--- src/rtl/bus_xfer_pkg.sv ---
// rtl/bus_xfer_pkg.sv - shared encodings and default widths for the bus transfer sequencer
package bus_xfer_pkg;

  localparam int NREG_DEF  = 4;
  localparam int IDX_W_DEF = 2;
  localparam int DW_DEF    = 4;

  localparam logic [1:0] OP_MOVE  = 2'b00;
  localparam logic [1:0] OP_LOAD  = 2'b01;
  localparam logic [1:0] OP_CLEAR = 2'b10;
  localparam logic [1:0] OP_NOP   = 2'b11;

  typedef enum logic [2:0] {
    ST_IDLE  = 3'd0,
    ST_SETUP = 3'd1,
    ST_LATCH = 3'd2,
    ST_HOLD  = 3'd3,
    ST_DONE  = 3'd4
  } state_t;

endpackage

--- src/rtl/bus_xfer_dec.sv ---
// rtl/bus_xfer_dec.sv - register index to one-hot decoder with enable and out-of-range flag
module bus_xfer_dec
  import bus_xfer_pkg::*;
#(
  parameter int NREG  = NREG_DEF,
  parameter int IDX_W = IDX_W_DEF
) (
  input  logic             i_en,
  input  logic [IDX_W-1:0] i_idx,
  output logic [NREG-1:0]  o_onehot,
  output logic             o_oor
);

  assign o_oor = (32'(i_idx) >= NREG);

  // one bit per register; an index past the last register lights nothing
  always_comb begin
    o_onehot = '0;
    for (int k = 0; k < NREG; k++) begin
      if (i_en && (32'(i_idx) == k)) o_onehot[k] = 1'b1;
    end
  end

endmodule

--- src/rtl/bus_xfer_ctrl.sv ---
// rtl/bus_xfer_ctrl.sv - one-command-at-a-time sequencer driving register file bus enables
module bus_xfer_ctrl
  import bus_xfer_pkg::*;
#(
  parameter int NREG  = NREG_DEF,
  parameter int IDX_W = IDX_W_DEF,
  parameter int DW    = DW_DEF
) (
  input  logic             clk,
  input  logic             clr,
  input  logic             cmd_valid,
  output logic             cmd_ready,
  input  logic [1:0]       cmd_op,
  input  logic [IDX_W-1:0] cmd_src,
  input  logic [IDX_W-1:0] cmd_dst,
  input  logic [DW-1:0]    cmd_imm,
  output logic [NREG-1:0]  reg_oen,
  output logic [NREG-1:0]  reg_inen,
  output logic [NREG-1:0]  reg_clr,
  output logic             imm_oen,
  output logic [DW-1:0]    bus_imm,
  output logic             busy,
  output logic             done,
  output logic             err
);

  state_t           r_state;
  logic [1:0]       r_op;
  logic [IDX_W-1:0] r_src, r_dst;
  logic [DW-1:0]    r_imm;
  logic             r_ill;
  logic             r_ready, r_imm_oen, r_busy, r_done, r_err;
  logic [NREG-1:0]  r_reg_oen, r_reg_inen, r_reg_clr;
  logic [DW-1:0]    r_bus_imm;

  state_t           w_nxt_state;
  logic [1:0]       w_nxt_op;
  logic [IDX_W-1:0] w_nxt_src, w_nxt_dst;
  logic [DW-1:0]    w_nxt_imm;
  logic             w_nxt_ill;
  logic             w_accept, w_cmd_ill, w_drive;
  logic             w_oen_en, w_imm_en, w_inen_en, w_clr_en;
  logic [NREG-1:0]  w_oen, w_inen, w_clr;
  logic             w_oen_oor, w_inen_oor, w_clr_oor, w_oor_any;

  assign w_accept  = cmd_valid && r_ready;

  // MOVE onto itself would leave the bus undriven while latching; bad indices have no register
  assign w_cmd_ill = ((cmd_op == OP_MOVE) &&
                      ((cmd_src == cmd_dst) || (32'(cmd_src) >= NREG) || (32'(cmd_dst) >= NREG))) ||
                     (((cmd_op == OP_LOAD) || (cmd_op == OP_CLEAR)) && (32'(cmd_dst) >= NREG));

  // next state and next captured fields; outputs are decoded from these and then flopped
  always_comb begin
    w_nxt_state = r_state;
    w_nxt_op    = r_op;
    w_nxt_src   = r_src;
    w_nxt_dst   = r_dst;
    w_nxt_imm   = r_imm;
    w_nxt_ill   = r_ill;
    case (r_state)
      ST_IDLE, ST_DONE: begin
        if (w_accept) begin
          w_nxt_op    = cmd_op;
          w_nxt_src   = cmd_src;
          w_nxt_dst   = cmd_dst;
          w_nxt_imm   = cmd_imm;
          w_nxt_ill   = w_cmd_ill;
          w_nxt_state = ((cmd_op == OP_NOP) || w_cmd_ill) ? ST_DONE : ST_SETUP;
        end else begin
          w_nxt_state = ST_IDLE;
        end
      end
      ST_SETUP: w_nxt_state = ST_LATCH;
      ST_LATCH: w_nxt_state = ST_HOLD;
      ST_HOLD:  w_nxt_state = ST_DONE;
      default:  w_nxt_state = ST_IDLE;
    endcase
  end

  // source stays on through SETUP/LATCH/HOLD so the bus settles before and after the latch edge
  assign w_drive   = (w_nxt_state == ST_SETUP) || (w_nxt_state == ST_LATCH) || (w_nxt_state == ST_HOLD);
  assign w_oen_en  = w_drive && (w_nxt_op == OP_MOVE);
  assign w_imm_en  = w_drive && (w_nxt_op == OP_LOAD);
  assign w_inen_en = (w_nxt_state == ST_LATCH) && ((w_nxt_op == OP_MOVE) || (w_nxt_op == OP_LOAD));
  assign w_clr_en  = (w_nxt_state == ST_LATCH) && (w_nxt_op == OP_CLEAR);

  bus_xfer_dec #(.NREG(NREG), .IDX_W(IDX_W)) u_dec_oen (
    .i_en(w_oen_en), .i_idx(w_nxt_src), .o_onehot(w_oen), .o_oor(w_oen_oor)
  );
  bus_xfer_dec #(.NREG(NREG), .IDX_W(IDX_W)) u_dec_inen (
    .i_en(w_inen_en), .i_idx(w_nxt_dst), .o_onehot(w_inen), .o_oor(w_inen_oor)
  );
  bus_xfer_dec #(.NREG(NREG), .IDX_W(IDX_W)) u_dec_clr (
    .i_en(w_clr_en), .i_idx(w_nxt_dst), .o_onehot(w_clr), .o_oor(w_clr_oor)
  );

  // any out-of-range index in flight forces the register strobes off as a last line of defence
  assign w_oor_any = (w_oen_en & w_oen_oor) | (w_inen_en & w_inen_oor) | (w_clr_en & w_clr_oor);

  // state, captured command and every output flop; reset drops all enables without a clock
  always_ff @(posedge clk or negedge clr) begin
    if (!clr) begin
      r_state    <= ST_IDLE;
      r_op       <= OP_NOP;
      r_src      <= '0;
      r_dst      <= '0;
      r_imm      <= '0;
      r_ill      <= 1'b0;
      r_ready    <= 1'b1;
      r_reg_oen  <= '0;
      r_reg_inen <= '0;
      r_reg_clr  <= '0;
      r_imm_oen  <= 1'b0;
      r_bus_imm  <= '0;
      r_busy     <= 1'b0;
      r_done     <= 1'b0;
      r_err      <= 1'b0;
    end else begin
      r_state    <= w_nxt_state;
      r_op       <= w_nxt_op;
      r_src      <= w_nxt_src;
      r_dst      <= w_nxt_dst;
      r_imm      <= w_nxt_imm;
      r_ill      <= w_nxt_ill;
      r_ready    <= (w_nxt_state == ST_IDLE) || (w_nxt_state == ST_DONE);
      r_reg_oen  <= w_oor_any ? '0 : w_oen;
      r_reg_inen <= w_oor_any ? '0 : w_inen;
      r_reg_clr  <= w_oor_any ? '0 : w_clr;
      r_imm_oen  <= w_imm_en;
      r_bus_imm  <= w_imm_en ? w_nxt_imm : '0;
      r_busy     <= (w_nxt_state != ST_IDLE);
      r_done     <= (w_nxt_state == ST_DONE);
      r_err      <= (w_nxt_state == ST_DONE) && w_nxt_ill;
    end
  end

  assign cmd_ready = r_ready;
  assign reg_oen   = r_reg_oen;
  assign reg_inen  = r_reg_inen;
  assign reg_clr   = r_reg_clr;
  assign imm_oen   = r_imm_oen;
  assign bus_imm   = r_bus_imm;
  assign busy      = r_busy;
  assign done      = r_done;
  assign err       = r_err;

endmodule

--- config.mk ---
export PLATFORM = sky130hd
export DESIGN_NAME = bus_xfer_ctrl
export DESIGN_NICKNAME = d
export VERILOG_FILES = /design/src/rtl/bus_xfer_pkg.sv /design/src/rtl/bus_xfer_dec.sv /design/src/rtl/bus_xfer_ctrl.sv
export SDC_FILE = /design/constraint.sdc
export NUM_CORES = 1
export LEC_CHECK = 0
export ABC_AREA = 0
export BUFFER_PORTS_ARGS = -buffer_cell sky130_fd_sc_hd__buf_4
export CAP_MARGIN = 10
export CORE_ASPECT_RATIO = 1.4
export CORE_MARGIN = 8
export CORE_UTILIZATION = 35
export CTS_CLUSTER_DIAMETER = 30
export DETAILED_ROUTE_END_ITERATION = 7
export GPL_ROUTABILITY_DRIVEN = 0
export PLACE_DENSITY_LB_ADDON = 0.2
export SYNTH_ARGS = -nofsm -noshare
export SYNTH_HDL_FRONTEND = slang
export SYNTH_HIERARCHICAL = 1
export SYNTH_SLANG_ARGS = --single-unit
--- constraint.sdc ---
create_clock -name clk -period 2.18 [get_ports clk]
set_clock_uncertainty 0.15 [all_clocks]
set_input_delay 0.327 -clock clk [delete_from_list [all_inputs] [get_ports clk]]
set_output_delay 0.327 -clock clk [all_outputs]
set_load 0.02 [all_outputs]
==> summary by stage <==
Timing
The post-layout minimum cycle time is 2.05 ns. After routing, the total negative slack on setup checks comes to 0 ns. Timing would allow up to 488 MHz. Setup repair after global routing left no endpoint under its margin. The count of endpoints failing hold in the final timing report was 0. Dividing the final minimum period by the clock period gives 0.940. The final max-slew violation count is 0.

Setup violations remaining at the end of the flow were counted as 0.

Final layout
The multi-input combinational cell area is 588 µm². For this run, the post-layout net count is 190. The number of cells in the finished layout apart from fillers is 223. 0 antenna diodes ended up in the layout. The share of cells above drive strength 1 is 0.354. The most common cell after layout, fill and taps aside is sky130_fd_sc_hd__buf_4.

Registers take 881 µm². The count of filler cells inserted in the layout is 411. From synthesis to final layout, the design area changed by 26.3%. In the layout the commonest cells are sky130_fd_sc_hd__buf_4, sky130_fd_sc_hd__dfrtp_1, sky130_fd_sc_hd__nand2_1, sky130_fd_sc_hd__a21oi_1, sky130_fd_sc_hd__clkbuf_8. For this run, the share of the core covered by cells in the final layout is 0.460.

Min path
The worst hold path was traced through 2 stages. The startpoint identified for the worst hold timing path is cmd_imm[0]. The class of the tightest hold or removal check is in -> reg.

Critical path
The arrival time reported for the critical path endpoint is 2.11 ns. For the worst flop-to-flop path, the logic depth is 7. The worst setup path is captured at a flip-flop.

The launch point of the worst path is cmd_ready. The required time of the critical path is 2.24 ns. The highest net fanout along the worst path is 8. STA classifies the critical path startpoint as a flip-flop.

The startpoint of the worst register-to-register path is cmd_ready. The path type of the worst setup path is reg -> reg. Traced cell by cell, the critical path runs through nand4bb_1 > buf_4 > mux2i_4 > o2111a_2 > and3b_1 > nand2_1 > a21oi_1. In this design, the stage delay of the slowest critical-path cell is 0.54 ns. The slowest stage of the critical path is the sky130_fd_sc_hd__dfstp_2 cell.

Drt
The final route contains 1109 vias. For this block, the initial DRC count from the detailed router was 37. The remaining design rule violation count is 0. The first-pass iteration count of the detailed router is 4. The routed wire length is 3.23 mm.

The post-detailed-route count of antenna-violating nets is 0. The post-detailed-route via-to-cell ratio is 4.97. The per-cell routed wire length is 14.5 µm.

Logic synthesis
In the synthesized netlist the async set-or-reset flop fraction comes to 1.00. The count of yosys warnings during synthesis is 6. The number of flops mapped to enable cells by yosys is 0. The portion of the post-synthesis area used by sequential elements is 0.574.

When the netlist entered floorplanning its net count stood at 153. The number of instances in the synthesized netlist is 140. The per-instance average area after synthesis is 10.9 µm². The total of flip-flops plus latches after synthesis is 35. Among all flip-flop cells after synthesis, the most frequent one is sky130_fd_sc_hd__dfrtp_1. Summing every instance area after synthesis gives 0.00153 mm². Counting distinct cell types in the post-synthesis netlist gives 35.

Power and ir drop
Across the VDD grid, the largest voltage drop is 0.000542 V. The leakage power is 0.983 nW. Power spread over the standard cell area amounts to 1280 mW/mm².

Floorplanning
The number of I/O pins is 34. Measured along the y axis, the die boundary spans 94.3 µm. The floorplan row count is 28. The die covers 0.00678 mm².

The placeable core area is 0.00420 mm². Measured along the x axis, the die boundary spans 71.9 µm. The starting utilization of the core area is 0.365.

Global routing
The number of antenna violations at the first check in global routing is 0. The total congestion overflow after global routing is 0. The via count of the first global-routing pass is 1265.

For this run, the total global-route usage over all layers was measured as 0.107. Entering global routing, the biggest net connects 36 pins. The first global-routing pass estimated 5.68 mm of wire.

Clocking
The count of buffers added by post-CTS timing repair for setup is 0. The number of H-tree branching levels is 2. The number of buffers inserted during clock tree synthesis is 5.

TritonCTS built the clock tree. The buffer levels on the longest clock path is 2. For the worst-skew pair, the clock arrives at the later sink with an insertion delay of 0.29 ns.

The clock input transition at the sequential cells of the worst setup and hold paths is 0.07 ns. The tree is rooted in a sky130_fd_sc_hd__clkbuf_8. The clock net in this run drives a total of 35 sinks.

Run
Max-cap violations in this run came to 0.

Placement
The total placed cells including tap cells is 214. The count of buffers added on input and output ports is 33. The total half-perimeter wirelength after legalization and detailed placement is 2.38 mm.

Outcome
The run finished with clean final reports.
[cell families after synthesis]
family / after synthesis / synth area share
other cells: 3 / 0.00735
flops: 35 / 0.574
mux: 6 / 0.0506
buf+inv: 13 / 0.0498
simple gates: 56 / 0.207
xor+xnor: 3 / 0.0171
compound gates: 24 / 0.0939
[critical path: cells and delay by family, from the launching register on]
family	cells	cell delay [ns]
AOI/OAI and AO/OA	2	0.44
muxes	1	0.25
buffers and inverters	1	0.21
DFF	1	0.54
and+or+nand+nor	3	0.37
[metrics by stage]
step / total power, mW / cell area [µm²] / setup WS [ns] / hold slack [ns]
2_1_floorplan: 1.63 / 1530 / 0.243 / -0.119
3_3_place_gp: 1.93 / 1810 / 0.175 / 0.151
3_5_place_dp: 1.95 / 1810 / 0.0690 / 0.153
4_1_cts: 2.48 / 1920 / 0.0495 / 0.127
5_1_grt: 2.65 / 1940 / 0.00389 / 0.143
6_report: 2.48 / 1940 / 0.132 / 0.136
[sequential cells by signal, summed over array words and instances, names as in the netlist]
signal     flops
bus_imm        4
r_imm          4
reg_clr        4
reg_inen       4
reg_oen        4
r_state        3
r_dst          2
r_op           2
r_src          2
busy           1
cmd_ready      1
done           1
err            1
imm_oen        1
r_ill          1
[cell type report]
cell class,instances,area share
multi-input cells,92,0.304
clock buffers,8,0.0517
flip-flops and latches,35,0.455
inverters,4,0.00776
repair buffers,39,0.153
well taps,45,0.0291
[final timing paths]
check	endpoint	slack, ns
min reg2reg	r_imm[0]	0.34
max	reg_oen[2]	0.13
min	r_imm[0]	0.14
max in group asynchronous	r_op[1]	1.16
min in group asynchronous	reg_clr[1]	0.37
max reg2reg	reg_oen[2]	0.13
[synthesized netlist by cell type, drive strengths merged, types with 2 or more instances]
master | number | share of area
mux2 | 4 | 0.029
xnor2 | 3 | 0.017
nand3b | 2 | 0.0098
nor2b | 4 | 0.016
dfrtp | 32 | 0.52
and3b | 6 | 0.034
conb | 3 | 0.0073
nor3b | 3 | 0.024
buf | 6 | 0.033
and3 | 4 | 0.019
dfstp | 3 | 0.051
mux2i | 2 | 0.021
a21oi | 13 | 0.042
nor2 | 5 | 0.012
nand2 | 26 | 0.064
clkbuf | 3 | 0.0073
o21ai | 4 | 0.013
inv | 4 | 0.0098
[power by group]
group          switching (mW)  internal [mW]  total (mW)
combinational           0.571          0.421       0.992
clock                   0.226          0.288       0.514
sequential             0.0910          0.879       0.970
[routing by layer]
layer,global-route usage,share of wire
met1,0.107,0.42
met2,0.185,0.49
met3,0.0449,0.069
met4,0.0564,0.020
met5,0,0
[repair_timing]
item                       CTS  global route
setup endpoints to repair    0             4
resized for setup            0             3
hold buffers                 1             0
hold endpoints to repair    32             0
Note: power is estimated with default switching activity, not from simulation.
